**config.mk**
```make
export PLATFORM = sky130hd
export DESIGN_NAME = mul_sched
export DESIGN_NICKNAME = d
export VERILOG_FILES = /design/src/rtl/mul_sched.sv
export SDC_FILE = /design/constraint.sdc
export NUM_CORES = 1
export LEC_CHECK = 0
export ABC_AREA = 1
export BUFFER_PORTS_ARGS = -buffer_cell sky130_fd_sc_hd__buf_4
export CORE_MARGIN = 2
export CORE_UTILIZATION = 56
export CTS_CLUSTER_SIZE = 12
export DETAILED_ROUTE_END_ITERATION = 8
export PLACE_DENSITY = 0.83
export SLEW_MARGIN = 10
export SYNTH_ARGS = -nofsm -noshare
export SYNTH_HDL_FRONTEND = slang
export SYNTH_SLANG_ARGS = --single-unit
export TNS_END_PERCENT = 5
```
**constraint.sdc**
```tcl
create_clock -name clk -period 2.1 [get_ports clk]
set_input_delay 0.21 -clock clk [delete_from_list [all_inputs] [get_ports clk]]
set_output_delay 0.21 -clock clk [all_outputs]
set_load 0.005 [all_outputs]
```
**src/rtl/mul_sched.sv**
```systemverilog
// mul_sched: two-requester round-robin front end to a 4x4 unsigned shift-add
// multiplier that produces one 8-bit product per operation over four cycles.
`default_nettype none

module mul_sched #(
  parameter int RR_INIT = 0
) (
  input  logic       clk,
  input  logic       reset,
  input  logic       req0_valid,
  input  logic [3:0] req0_a,
  input  logic [3:0] req0_b,
  output logic       req0_ready,
  input  logic       req1_valid,
  input  logic [3:0] req1_a,
  input  logic [3:0] req1_b,
  output logic       req1_ready,
  output logic       res_valid,
  output logic [7:0] res_data,
  output logic       res_id,
  input  logic       res_ready,
  output logic       busy
);

  typedef enum logic [1:0] {
    IDLE = 2'd0,
    RUN  = 2'd1,
    DONE = 2'd2
  } state_t;

  state_t      state;
  state_t      state_nxt;
  logic        last_served;
  logic        grant;
  logic        accept;
  logic [3:0]  a_q;
  logic [8:0]  p_q;
  logic [1:0]  cnt;
  logic        id_q;
  logic [7:0]  res_data_q;
  logic        res_id_q;
  logic [4:0]  sum;
  logic [8:0]  p_step;

  always_comb begin
    state_nxt  = state;
    grant      = 1'b0;
    req0_ready = 1'b0;
    req1_ready = 1'b0;
    case (state)
      IDLE: begin
        // On contention the requester that was not served last goes first.
        if (req0_valid && req1_valid) grant = ~last_served;
        else                          grant = req1_valid;
        req0_ready = !reset && req0_valid && !grant;
        req1_ready = !reset && req1_valid && grant;
        if (req0_ready || req1_ready) state_nxt = RUN;
      end
      RUN:     if (cnt == 2'd3) state_nxt = DONE;
      DONE:    if (res_ready)   state_nxt = IDLE;
      default: state_nxt = IDLE;
    endcase
  end

  assign accept = req0_ready || req1_ready;

  // One shift-add step: conditional add into the upper five bits, then shift.
  assign sum    = p_q[0] ? ({1'b0, p_q[7:4]} + {1'b0, a_q}) : p_q[8:4];
  assign p_step = {1'b0, sum, p_q[3:1]};

  always_ff @(posedge clk) begin
    if (reset) begin
      state       <= IDLE;
      last_served <= (RR_INIT == 0);
      a_q         <= 4'd0;
      p_q         <= 9'd0;
      cnt         <= 2'd0;
      id_q        <= 1'b0;
      res_data_q  <= 8'd0;
      res_id_q    <= 1'b0;
    end else begin
      state <= state_nxt;
      case (state)
        IDLE: begin
          if (accept) begin
            last_served <= grant;
            id_q        <= grant;
            a_q         <= grant ? req1_a : req0_a;
            p_q         <= {5'd0, (grant ? req1_b : req0_b)};
            cnt         <= 2'd0;
          end
        end
        RUN: begin
          p_q <= p_step;
          cnt <= cnt + 2'd1;
          if (cnt == 2'd3) begin
            res_data_q <= p_step[7:0];
            res_id_q   <= id_q;
          end
        end
        default: ;
      endcase
    end
  end

  assign res_valid = (state == DONE);
  assign res_data  = res_data_q;
  assign res_id    = res_id_q;
  assign busy      = (state != IDLE);

endmodule

`default_nettype wire

```
==> run metrics <==
Detail Route Antenna Nets 0; GR Util met1 28.5%; sequential element share of the synthesized area roughly two fifths; global routing met3 resource utilization under 10%; final hold vios 0; # rows 17; I/O Pins 34; Synth area leaders dfxtp_1, nand2_1, a21oi_1; commonest non-fill, non-tap cell in the layout nand2_1; vias in the first global route around 1200; drt first pass iters 4; Layout area overhead 20.2%; chip height between 50 and 60 µm; die width 53.6 µm; DR iter-0 viols 33; grt total ovfl 0; fmax between 600 and 700 MHz; critical path arrival around 1.4 ns; Max Cap Viol 0; post-layout minimum cycle time 1.62 ns; final worst path period share between 70% and 80%; Top delay family on crit path simple AND/OR/NAND/NOR gates; Worst Hold Class primary input to flop; fin nets ~250; Slew Limit Headroom between 80 and 90%; Net Count, Synth between 200 and 250; Worst EP required approximately 1.9 ns; Mapped Area between 1000 and 1500 µm²; slowest cell delay on critical path ~0.39 ns; routability cong. between 0.8 and 0.9; Port Buffers 33; Total GRT Usage about 25%; XOR/XNOR Fraction of Synth Area 0%; die area between 2000 and 3000 µm²; setup TNS 0 ns; CTS Buf Count 3; CTS H-Tree Depth 1; slowest cell on the critical path dfxtp_1; pin count of the biggest net entering global routing 20; Worst setup EP type output port; FF+latch count, synth 27; clk buf depth 2; first-pass GRT wire length 5130 µm; Layout Cells excl Fill roughly 250; skew final 0.00364 ns; critical hold path startpoint res_ready; TritonCTS clock tree yes; Synth Area in Adders approximately 6.0%; Max Slew Vio Count 0; placed insts around 240; leakage about 0.78 nW; worst path bufs/invs 1; Critical Path Start state[0]; most frequent cells in the layout nand2_1, buf_4, dfxtp_1, a21oi_1, inv_1; clock root cell clkbuf_4; Synth Area per Inst 7.35 µm²; Yosys top cell area share a little under 40%; WL per Instance 12.3 µm; main combinational cell family by area after synthesis simple AND/OR/NAND/NOR gates; Compound-Gate Fraction of Synth Area between 15 and 20%; DRC 0; RSZ-0062 raised after global routing no; Syn. warnings 0; worst vdd ir about 0.00060 V; Util after Layout 72.6%; antenna cell count 0; status finished, final reports clean; share of layout cells above drive strength 1 between 20% and 30%; Synth area leader dfxtp_1; Setup crit start kind flop; # setup viols final 0; post-cts repair resize count 0; Mapped Cells between 150 and 200; Initial Util 60.4%; Crit Path Class flop to output port; clk slew on worst S/H paths 0.14 ns; Most Crowded Layer GR met2; simple-gate share of the synthesized area between 30% and 40%; Total Wirelength slightly above 3000 µm; vias per cell between 5 and 6; Worst Tran Pin Value 0.269 ns; core area 2280 µm²; initial antenna violation count 0; setup bufs post-CTS 0; reg-to-reg critical path startpoint p_q[4]; worst skew pair latency around 0.33 ns; Yosys cell types 29; via count between 1000 and 1500; critical-path cell list nor2_4 -> nand3_2 -> nor2_1 -> buf_4; Clock Sinks 27; dpl hpwl between 2000 and 2500 µm; worst-path fanout max 11; Hold Buf Count CTS 0; mux cell area share after synthesis 0%; met2 usage approximately 45%; P per Cell Area approximately 600 nW/µm²
## registers in the layout, summed over array words and instances, names as in the netlist
| register | flops |
|---|---|
| p_q | 8 |
| res_data | 8 |
| a_q | 4 |
| cnt | 2 |
| state | 2 |
| id_q | 1 |
| last_served | 1 |
| res_id | 1 |
## stage by stage
step | setup WS (ns) | cell area [µm²] | power [W] | hold slack [ns]
after floorplan | 0.703 | 1380 | 0.000722 | 0.370
after global placement | 0.658 | 1630 | 0.000790 | 0.441
after detailed placement | 0.599 | 1630 | 0.000797 | 0.451
after CTS | 0.456 | 1650 | 0.00102 | 0.123
after global routing | 0.376 | 1650 | 0.00107 | 0.127
final | 0.481 | 1650 | 0.00102 | 0.121
## power breakdown
group | internal (W) | switching [W] | total [W] | leakage (nW)
clock | 0.0000717 | 0.000159 | 0.000230 | 0.0177
combinational | 0.0000862 | 0.000131 | 0.000218 | 0.547
sequential | 0.000542 | 0.0000269 | 0.000569 | 0.220
## cell usage after synthesis, drive strengths merged
cell / count
o31ai: 2
nand2: 63
a21oi: 17
o21ai: 14
a31oi: 4
ha: 5
nand3: 11
o21a: 2
inv: 19
fa: 1
clkbuf: 2
a21o: 1
dfxtp: 27
buf: 4
nor2: 15
## logic make-up after synthesis
family | Yosys count
buf+inv | 25
compound gates | 40
flops | 27
fa+ha+maj | 6
simple gates | 89
## layout make-up
cell class | instances | area [µm²]
well taps | 28 | 35.0
clock buffers | 3 | 22.5
inverters | 19 | 78.8
multi-input cells | 135 | 716
fillers | 195 | 623
repair buffers | 34 | 255
flip-flops and latches | 27 | 541
clock inverters | 1 | 5.00
## tightest hold or removal path: stages
cell,delay (ns)
buf_4,0.07
inv_1,0.03
nand2_1,0.05
a21oi_1,0.06
## metal layers
metal,wire [µm],vias up
met2,1550,32
met1,1310,586
met4,29,0
met5,0,-
met3,139,4
li1,-,667
## path summary, 6_finish.rpt
path	end	slack, ns	cells after the start
worst max-delay path	req1_ready	0.48	4
worst min register to register	res_data[3]	0.47	2
worst min-delay path	state[1]	0.12	4
worst max register to register	res_data[5]	0.50	7
Power figures use the tool's default switching activity.
